===== config.mk =====
export PLATFORM = sky130hd
export DESIGN_NAME = mc_controller_p_flat
export DESIGN_NICKNAME = d
export VERILOG_FILES = /design/src/rtl/mc_pkg.sv /design/src/rtl/mc_controller_p_if.sv /design/src/rtl/mc_beat_counter.sv /design/src/rtl/mc_controller_p.sv /design/src/flat_wrapper.sv
export SDC_FILE = /design/constraint.sdc
export NUM_CORES = 1
export LEC_CHECK = 0
export CELL_PAD_IN_SITES_DETAIL_PLACEMENT = 1
export CELL_PAD_IN_SITES_GLOBAL_PLACEMENT = 1
export CORE_AREA = 2 2 59 56
export CTS_CLUSTER_DIAMETER = 30
export DETAILED_ROUTE_END_ITERATION = 8
export DIE_AREA = 0 0 61 58
export GPL_TIMING_DRIVEN = 0
export PLACE_DENSITY_LB_ADDON = 0.2
export SYNTH_ARGS = -nofsm -noshare
export SYNTH_HDL_FRONTEND = slang
export SYNTH_SLANG_ARGS = --single-unit

===== constraint.sdc =====
create_clock -name clk -period 1.8 [get_ports clk]
set_input_delay 0.36 -clock clk [delete_from_list [all_inputs] [get_ports clk]]
set_output_delay 0.36 -clock clk [all_outputs]
set_load 0.05 [all_outputs]

===== src/rtl/mc_pkg.sv =====
// rtl/mc_pkg.sv - shared opcodes, state and control encodings; TRAP state exists only with ILLEGAL_TRAP_EN
package mc_pkg;

  localparam logic [5:0] OP_RTYPE = 6'b000000;
  localparam logic [5:0] OP_J     = 6'b000010;
  localparam logic [5:0] OP_BEQ   = 6'b000100;
  localparam logic [5:0] OP_BNE   = 6'b000101;
  localparam logic [5:0] OP_ADDI  = 6'b001000;
  localparam logic [5:0] OP_SLTI  = 6'b001010;
  localparam logic [5:0] OP_ANDI  = 6'b001100;
  localparam logic [5:0] OP_ORI   = 6'b001101;
  localparam logic [5:0] OP_LB    = 6'b100000;
  localparam logic [5:0] OP_SB    = 6'b101000;

  typedef enum logic [3:0] {
    S_FETCH,
    S_DECODE,
    S_MEMADR,
    S_LBRD,
    S_LBWR,
    S_SBWR,
    S_RTYPEEX,
    S_RTYPEWR,
    S_IMMEX,
    S_IMMWR,
    S_BREX,
    S_JEX
`ifdef ILLEGAL_TRAP_EN
    , S_TRAP
`endif
  } state_t;

  typedef enum logic [1:0] {
    ALU_ADD   = 2'b00,
    ALU_SUB   = 2'b01,
    ALU_FUNCT = 2'b10,
    ALU_IMM   = 2'b11
  } aluop_t;

  typedef enum logic [1:0] {
    SRCB_B      = 2'b00,
    SRCB_BEAT   = 2'b01,
    SRCB_IMM    = 2'b10,
    SRCB_IMM_SH = 2'b11
  } srcb_t;

  typedef enum logic [1:0] {
    PC_ALU    = 2'b00,
    PC_ALUOUT = 2'b01,
    PC_JUMP   = 2'b10,
    PC_TRAP   = 2'b11
  } pcsrc_t;

  function automatic logic is_imm_op(input logic [5:0] op);
    return (op == OP_ADDI) || (op == OP_ANDI) || (op == OP_ORI) || (op == OP_SLTI);
  endfunction

endpackage


===== src/rtl/mc_controller_p_if.sv =====
// rtl/mc_controller_p_if.sv - memory request/ready handshake between controller and memory
interface mc_controller_p_if;
  logic memread;
  logic memwrite;
  logic iord;
  logic mem_ready;

  modport master (output memread, output memwrite, output iord, input mem_ready);
  modport slave  (input memread, input memwrite, input iord, output mem_ready);
endinterface


===== src/rtl/mc_beat_counter.sv =====
// rtl/mc_beat_counter.sv - fetch beat counter, advances on ready and wraps after the last beat
module mc_beat_counter #(
  parameter int  BEATS = 4,
  localparam int CW    = (BEATS > 1) ? $clog2(BEATS) : 1
) (
  input  logic          clk,
  input  logic          rst_n,
  input  logic          advance,
  output logic [CW-1:0] beat,
  output logic          last
);

  logic [CW-1:0] beat_q;

  // With a single beat the register is held at zero and last is always set.
  assign last = (beat_q == CW'(BEATS - 1));
  assign beat = beat_q;

  always_ff @(posedge clk or negedge rst_n) begin
    if (!rst_n) begin
      beat_q <= '0;
    end else if (advance) begin
      beat_q <= last ? '0 : beat_q + CW'(1);
    end
  end

endmodule


===== src/rtl/mc_controller_p.sv =====
// rtl/mc_controller_p.sv - multicycle MIPS-subset control FSM with multi-beat fetch
// Optional illegal-opcode trap state enabled by ILLEGAL_TRAP_EN.
module mc_controller_p
  import mc_pkg::*;
#(
  parameter int  MEM_W = 8,
  localparam int BEATS = 32 / MEM_W,
  localparam int CW    = (BEATS > 1) ? $clog2(BEATS) : 1
) (
  input  logic               clk,
  input  logic               reset_n,
  input  logic [5:0]         op,
  input  logic               zero,
  mc_controller_p_if.master  mem,
  output logic [BEATS-1:0]   irwrite,
  output logic               pchange,
  output logic               regwrite,
  output logic [1:0]         aluop,
  output logic               alusrca,
  output logic [1:0]         alusrcb,
  output logic [1:0]         pcsource,
  output logic               memtoreg,
  output logic               regdst,
  output logic               illegal
);

  state_t state, state_nxt;

  logic [CW-1:0]    beat;
  logic             last_beat;
  logic             fetch_adv;
  logic [BEATS-1:0] ir_onehot;

  logic             memread_d, memwrite_d, iord_d;
  logic [BEATS-1:0] irwrite_d;
  logic             pcwrite, pcwritecond, taken;
  logic             regwrite_d, alusrca_d, memtoreg_d, regdst_d;
  aluop_t           aluop_d;
  srcb_t            alusrcb_d;
  pcsrc_t           pcsource_d;
  logic             illegal_q;

  assign fetch_adv = (state == S_FETCH) && mem.mem_ready;

  mc_beat_counter #(.BEATS(BEATS)) u_beat (
    .clk     (clk),
    .rst_n   (reset_n),
    .advance (fetch_adv),
    .beat    (beat),
    .last    (last_beat)
  );

  // First beat lands in the most significant IR slice.
  assign ir_onehot = BEATS'(1) << (CW'(BEATS - 1) - beat);

  always_ff @(posedge clk or negedge reset_n) begin
    if (!reset_n) state <= S_FETCH;
    else          state <= state_nxt;
  end

  always_comb begin
    state_nxt   = state;
    memread_d   = 1'b0;
    memwrite_d  = 1'b0;
    iord_d      = 1'b0;
    irwrite_d   = '0;
    pcwrite     = 1'b0;
    pcwritecond = 1'b0;
    regwrite_d  = 1'b0;
    alusrca_d   = 1'b0;
    memtoreg_d  = 1'b0;
    regdst_d    = 1'b0;
    aluop_d     = ALU_ADD;
    alusrcb_d   = SRCB_B;
    pcsource_d  = PC_ALU;
    case (state)
      S_FETCH: begin
        memread_d = 1'b1;
        alusrcb_d = SRCB_BEAT;
        if (mem.mem_ready) begin
          irwrite_d = ir_onehot;
          pcwrite   = 1'b1;
          if (last_beat) state_nxt = S_DECODE;
        end
      end
      S_DECODE: begin
        alusrcb_d = SRCB_IMM_SH;
        if (op == OP_LB || op == OP_SB)        state_nxt = S_MEMADR;
        else if (op == OP_RTYPE)               state_nxt = S_RTYPEEX;
        else if (op == OP_BEQ || op == OP_BNE) state_nxt = S_BREX;
        else if (op == OP_J)                   state_nxt = S_JEX;
        else if (is_imm_op(op))                state_nxt = S_IMMEX;
`ifdef ILLEGAL_TRAP_EN
        else                                   state_nxt = S_TRAP;
`else
        else                                   state_nxt = S_FETCH;
`endif
      end
      S_MEMADR: begin
        alusrca_d = 1'b1;
        alusrcb_d = SRCB_IMM;
        state_nxt = (op == OP_SB) ? S_SBWR : S_LBRD;
      end
      S_LBRD: begin
        memread_d = 1'b1;
        iord_d    = 1'b1;
        if (mem.mem_ready) state_nxt = S_LBWR;
      end
      S_LBWR: begin
        regwrite_d = 1'b1;
        memtoreg_d = 1'b1;
        state_nxt  = S_FETCH;
      end
      S_SBWR: begin
        memwrite_d = 1'b1;
        iord_d     = 1'b1;
        if (mem.mem_ready) state_nxt = S_FETCH;
      end
      S_RTYPEEX: begin
        alusrca_d = 1'b1;
        aluop_d   = ALU_FUNCT;
        state_nxt = S_RTYPEWR;
      end
      S_RTYPEWR: begin
        regwrite_d = 1'b1;
        regdst_d   = 1'b1;
        state_nxt  = S_FETCH;
      end
      S_IMMEX: begin
        alusrca_d = 1'b1;
        alusrcb_d = SRCB_IMM;
        aluop_d   = ALU_IMM;
        state_nxt = S_IMMWR;
      end
      S_IMMWR: begin
        regwrite_d = 1'b1;
        state_nxt  = S_FETCH;
      end
      S_BREX: begin
        alusrca_d   = 1'b1;
        aluop_d     = ALU_SUB;
        pcsource_d  = PC_ALUOUT;
        pcwritecond = 1'b1;
        state_nxt   = S_FETCH;
      end
      S_JEX: begin
        pcwrite    = 1'b1;
        pcsource_d = PC_JUMP;
        state_nxt  = S_FETCH;
      end
`ifdef ILLEGAL_TRAP_EN
      S_TRAP: begin
        pcwrite    = 1'b1;
        pcsource_d = PC_TRAP;
        state_nxt  = S_FETCH;
      end
`endif
      default: state_nxt = S_FETCH;
    endcase
  end

  assign taken = (op == OP_BNE) ? ~zero : zero;

`ifdef ILLEGAL_TRAP_EN
  always_ff @(posedge clk or negedge reset_n) begin
    if (!reset_n)              illegal_q <= 1'b0;
    else if (state == S_TRAP)  illegal_q <= 1'b1;
  end
`else
  assign illegal_q = 1'b0;
`endif

  // All outputs are squashed while reset is held so an aborted access is dropped at once.
  assign mem.memread  = reset_n & memread_d;
  assign mem.memwrite = reset_n & memwrite_d;
  assign mem.iord     = reset_n & iord_d;
  assign irwrite      = irwrite_d & {BEATS{reset_n}};
  assign pchange      = reset_n & (pcwrite | (pcwritecond & taken));
  assign regwrite     = reset_n & regwrite_d;
  assign aluop        = aluop_d & {2{reset_n}};
  assign alusrca      = reset_n & alusrca_d;
  assign alusrcb      = alusrcb_d & {2{reset_n}};
  assign pcsource     = pcsource_d & {2{reset_n}};
  assign memtoreg     = reset_n & memtoreg_d;
  assign regdst       = reset_n & regdst_d;
  assign illegal      = reset_n & illegal_q;

endmodule


===== src/flat_wrapper.sv =====
// flat-port wrapper written by rule: the top's interface ports become plain ports
module mc_controller_p_flat import mc_pkg::*;
#(
  parameter int  MEM_W = 8,
  localparam int BEATS = 32 / MEM_W,
  localparam int CW    = (BEATS > 1) ? $clog2(BEATS) : 1
)
  (clk, reset_n, op, zero, irwrite, pchange, regwrite, aluop, alusrca, alusrcb, pcsource, memtoreg, regdst, illegal, mem_memread, mem_memwrite, mem_iord, mem_mem_ready);
  mc_controller_p_if mem_i ();
  input  logic clk;
  input  logic reset_n;
  input  logic [5:0] op;
  input  logic zero;
  output logic [BEATS-1:0] irwrite;
  output logic pchange;
  output logic regwrite;
  output logic [1:0] aluop;
  output logic alusrca;
  output logic [1:0] alusrcb;
  output logic [1:0] pcsource;
  output logic memtoreg;
  output logic regdst;
  output logic illegal;
  output wire logic [$bits(mem_i.memread)-1:0] mem_memread;
  output wire logic [$bits(mem_i.memwrite)-1:0] mem_memwrite;
  output wire logic [$bits(mem_i.iord)-1:0] mem_iord;
  input wire logic [$bits(mem_i.mem_ready)-1:0] mem_mem_ready;
  assign mem_memread = mem_i.memread;
  assign mem_memwrite = mem_i.memwrite;
  assign mem_iord = mem_i.iord;
  assign mem_i.mem_ready = mem_mem_ready;
  mc_controller_p #(.MEM_W(MEM_W)) u_core (.clk(clk), .reset_n(reset_n), .op(op), .zero(zero), .mem(mem_i), .irwrite(irwrite), .pchange(pchange), .regwrite(regwrite), .aluop(aluop), .alusrca(alusrca), .alusrcb(alusrcb), .pcsource(pcsource), .memtoreg(memtoreg), .regdst(regdst), .illegal(illegal));
endmodule

Yosys cells after proc, flatten, opt, wreduce, memory -nomap -nowiden
Index checks and enable logic that the tools add are counted.
- add/sub/neg operators: 2
- equal/unequal tests: 25
- shifts and indexed selects: 1
- mux-type cells: 28
- bitwise operators: 15
- reduce and logical (&&, ||, !) cells: 14
- operators with widths (kind ; number):
    4-bit 2-to-1 mux ; 11
    4-bit one-hot mux with 7 select lines ; 1
    6-bit by 4-bit == test with 1-bit output (second input constant) ; 4
    4-bit by 3-bit == test with 1-bit output (second input constant) ; 4
    4-bit == test (second input constant) ; 4
    6-bit by 3-bit == test with 1-bit output (second input constant) ; 2
    6-bit == test (second input constant) ; 2
    2-bit one-hot mux with 3 select lines ; 2
    1-bit 2-to-1 mux ; 10
    1-bit AND ; 9
    4-bit by 2-bit == test with 1-bit output (second input constant) ; 2
    2-bit inequality test (second input constant) ; 4
    2-bit AND ; 3
    6-bit by 2-bit == test with 1-bit output (second input constant) ; 1
    6-bit zero test ; 1
    2-bit OR reduction ; 3
    1-bit logical OR ; 5
    4-bit AND ; 1
    4-bit by 1-bit == test with 1-bit output (second input constant) ; 1
    4-bit zero test ; 1
    2-bit one-hot mux with 2 select lines ; 1
    4-bit AND reduction ; 1
    4-bit OR reduction ; 1
    1-bit by 2-bit << shifter with 4-bit output (first input constant) ; 1
    10 further kinds ; 10
- bits in registers: 6
- word-level logic and storage cells: 87

Longest topological paths before layout
- depth in word-level cells: 10
- mapped depth: 6
- gate-level depth less buffers: 4

By module
A second synthesis with hierarchy kept.
- cells, all modules: 99
- area total of the unflattened synthesis: 739.5 sq um
- by module, submodules not included (module ; instances ; cells an instance ; area each (sq um)):
    mc_controller_p ; 1 ; 93 ; 645.6
    mc_beat_counter ; 1 ; 6 ; 93.8

Worst setup path before layout
No wires, ideal clock.
- kind: reg-to-output
- start point: reg u_core.state[2]
- end point: out mem_memread
- arrival: 2.221 ns
- data required time: 1.440 ns
- slack: -0.781 ns
- stages on the path, launching flop included: 4
- cell sequence: dfrtp_1 -> buf_2 -> buf_2 -> nor4_1
- longest elaborated chain between the ends: 4
- elaborated cells between the ends (all ways): 5
- those cells by class: 1 x eq/ne; 1 x mux; 1 x bitwise; 2 x reduce/logical
- ends and longest elaborated chain (item ; RTL line ; RTL):
    start, declared ; mc_controller_p.sv:27 ; state_t state, state_nxt;
    start signal, assigned ; mc_controller_p.sv:58 ; else state <= state_nxt;
    4-bit by 2-bit == test with 1-bit output or 4-bit zero test (tied branches) ; mc_controller_p.sv:76 ; case (state)
    2-bit OR reduction (no line) * ; - ;
    1-bit 2-to-1 mux * ; mc_controller_p.sv:76 ;
    1-bit AND * ; mc_controller_p.sv:174 ; assign mem.memread = reset_n & memread_d;
    end, declared ; flat_wrapper.sv:24 ; output wire logic [$bits(mem_i.memread)-1:0] mem_memread;
Mark *: on every way between the ends. The rest lies on a longest branch, timed or not.

Final worst setup path
- start point: reg u_core.state[2]
- end point: out irwrite[3]
- longest elaborated chain between the ends: 3
- ends and longest elaborated chain (item ; RTL line ; RTL):
    4-bit zero test ; mc_controller_p.sv:76 ;
    4-bit 2-to-1 mux ; mc_controller_p.sv:76 ;
    4-bit AND ; mc_controller_p.sv:177 ; assign irwrite = irwrite_d & {BEATS{reset_n}};
    end, declared ; flat_wrapper.sv:14 ; output logic [BEATS-1:0] irwrite;
Every way passes these cells.

==> metrics <==
critical path type=reg2out; status=complete, but fails checks; Tot GR Track Use=between 10% and 20%; failing checks=negative setup slack; DR DRC count=0; Slew Viols, Final=0; Detail Placement HPWL=between 1500 and 2000 um; CP Capture Type=output pin; Synth Register Bits=6; Yosys top cell by area=dfrtp_1; Worst-path clk slew=0.05 ns; Synth top area share=17.9%; vias in the first global route=1,042; grt ovf=0; CTS Root Cell=clkbuf_4; Clock Latency Late Sink=0.24 ns; sequential-to-total area share from yosys stat=about 18%; Syn-to-layout area delta=87.0%; proportion of synthesized area in mux cells=2.39%; Initial Util=28.7%; syn_nets=126; Mapped Area=838 um^2; top cells by area, synth=dfrtp_1 (18%), nor2_1 (6.3%), ha_1 (6.0%); vias per cell=around 5.2; MaxCap Viol Count=0; Max Fanout on Critical Path=4; power density cells=1300 mW/mm^2; Routed Antenna Nets=0; commonest non-fill, non-tap cell in the layout=buf_4; Reg-to-Reg Start=u_core.state[3]; Fmax=0.505 GHz; layout cells sized above 1=52.8%; total power=2.04 mW; simple-gate share of the synthesized area=between 40 and 50%; I/O pin cnt=29; synthesized area per cell=7.48 um^2; number of core rows=19; NumNets Final=175; fillers=365; Synth Area in XOR/XNOR=3.13%; IO buf count=27; fin cells=201; ys async rst share=100%; first-pass GRT wire length=4870 um; Synth Area in Compound Gates=20.0%; htree depth=1; Synth Flop Type=dfrtp_1; Critical Path RT=1.44 ns; largest family of logic cells by synthesized area=simple AND/OR/NAND/NOR gates; number of placed instances, taps included=roughly 180; DR WL/cell=16.2 um; Place WS=-1.38 ns; Post-Synth Adder-Cell Area=5.97%; maximum VDD drop=0.000675 V; Final Hold Vio Count=0; crit path launch type=register; Core Region=0.00292 mm^2; # diodes=0; most frequent cells in the layout=buf_4 (20), buf_6 (16), nor2_1 (8); Post-synth EDFFs=0; clock sink total=6; worst clock skew=0.00261 ns; final WL=3260 um; CTS tree=built; setup ws final=-0.179 ns; vias=1,044; largest net degree at the start of global routing=15; final period utilization=110%; count of different cell masters after synthesis=42; Post-Synthesis Cells=112; Die Ht=between 50 and 60 um; First-pass DRT Iterations=4; 1st-iter DRT viols=36; Die Span X=a little over 60 um; Hold Crit Class=in2async; initial antenna violation count=0; GP Congestion=0.784; Period minus WS final=1.98 ns; die area=0.00354 mm^2; arrival time at the worst endpoint=1.62 ns; RSZ-0062 raised after global routing=true; CTS Buffer Depth=2; P_leak=0.657 nW; Finish-stage setup viols=9; yosys warns=0; number of buffers created by CTS=3; Setup crit start=u_core.state[2]
==> routing by layer <==
| metal | wire [um] | up-vias | part of all wire [%] | GRT usage, % |
|---|---|---|---|---|
| met1 | 1420 | 526 | 44 | 24.7 |
| met2 | 1720 | 25 | 53 | 29.3 |
| li1 | - | 489 | - | - |
| met3 | 74 | 4 | 2.3 | 1.34 |
| met5 | 0 | - | 0 | 0 |
| met4 | 34 | 0 | 1.0 | 7.14 |
==> synth_stat cells, types with 3 or more instances <==
master / instances
buf_2: 5
nand3_1: 3
dfrtp_1: 6
nor3_1: 4
buf_4: 3
nor2b_1: 5
nor2_1: 14
nand2b_1: 6
nand2_1: 9
and2_1: 5
a21oi_1: 5
ha_1: 4
inv_1: 5
o21ai_0: 5
==> state kept, by name, indices dropped and copies added (netlist names) <==
name	flops
u_core.state	4
u_core.u_beat.beat	2
==> timing repair <==
| item | 4_1_cts | 5_1_grt |
|---|---|---|
| endpoints found under the setup margin | 18 | 17 |
| resized for setup | 148 | 42 |
| setup buffers | 11 | 7 |
| gates cloned | 0 | 0 |
| hold buffers | 0 | 0 |
| pin swaps | 5 | 6 |
| endpoints found under the hold margin | 0 | 0 |
==> cell type report <==
type / instances / area [um^2] / area share [%]
sequential: 6 / 154 / 9.82
buffer: 8 / 110 / 7.02
tap: 42 / 52.6 / 3.35
inverter: 5 / 18.8 / 1.20
clock buffer: 3 / 22.5 / 1.44
multi-input combinational: 92 / 790 / 50.4
timing repair buffer: 45 / 420 / 26.8
==> worst max-delay path: stages (launching register included) <==
cell      delay [ns]
dfrtp_2         0.41
nand2b_4        0.16
buf_6           0.13
nor4_4          0.32
and2_4          0.21
buf_8           0.14
==> cell families after synthesis <==
family | Yosys count
flops | 6
simple gates | 58
mux | 2
other cells | 1
compound gates | 24
fa+ha+maj | 4
buf+inv | 14
xor+xnor | 3
==> final timing paths <==
path                                               to  depth (start not counted)  slack, ns
worst min-delay path                  u_core.state[0]                          1       0.15
max in group asynchronous             u_core.state[3]                          1       1.33
worst max-delay path                       irwrite[3]                          5      -0.18
min in group clk                u_core.u_beat.beat[0]                          3       0.63
worst min register to register  u_core.u_beat.beat[0]                          3       0.63
worst max register to register        u_core.state[0]                          5       0.17
==> per-stage QoR <==
| step | setup TNS, ns | cell area (um^2) | utilization, % | hold WS, ns |
|---|---|---|---|---|
| after detailed placement | -19.22 | 1210 | 41.5 | 0.632 |
| after global placement | -18.36 | 1210 | 41.5 | 0.587 |
| final | -1.05 | 1570 | 53.6 | 0.149 |
| after CTS | -0.997 | 1360 | 46.5 | 0.116 |
| after global routing | -1.80 | 1570 | 53.6 | 0.146 |
| after floorplan | -0.271 | 890 | - | 0.0644 |
==> power breakdown <==
group          switching, mW  leakage (nW)  internal, mW
sequential            0.0802        0.0742         0.189
combinational          0.913         0.569         0.738
clock                 0.0480        0.0138        0.0754
total                   1.04         0.657          1.00
Power figures use the tool's default switching activity.
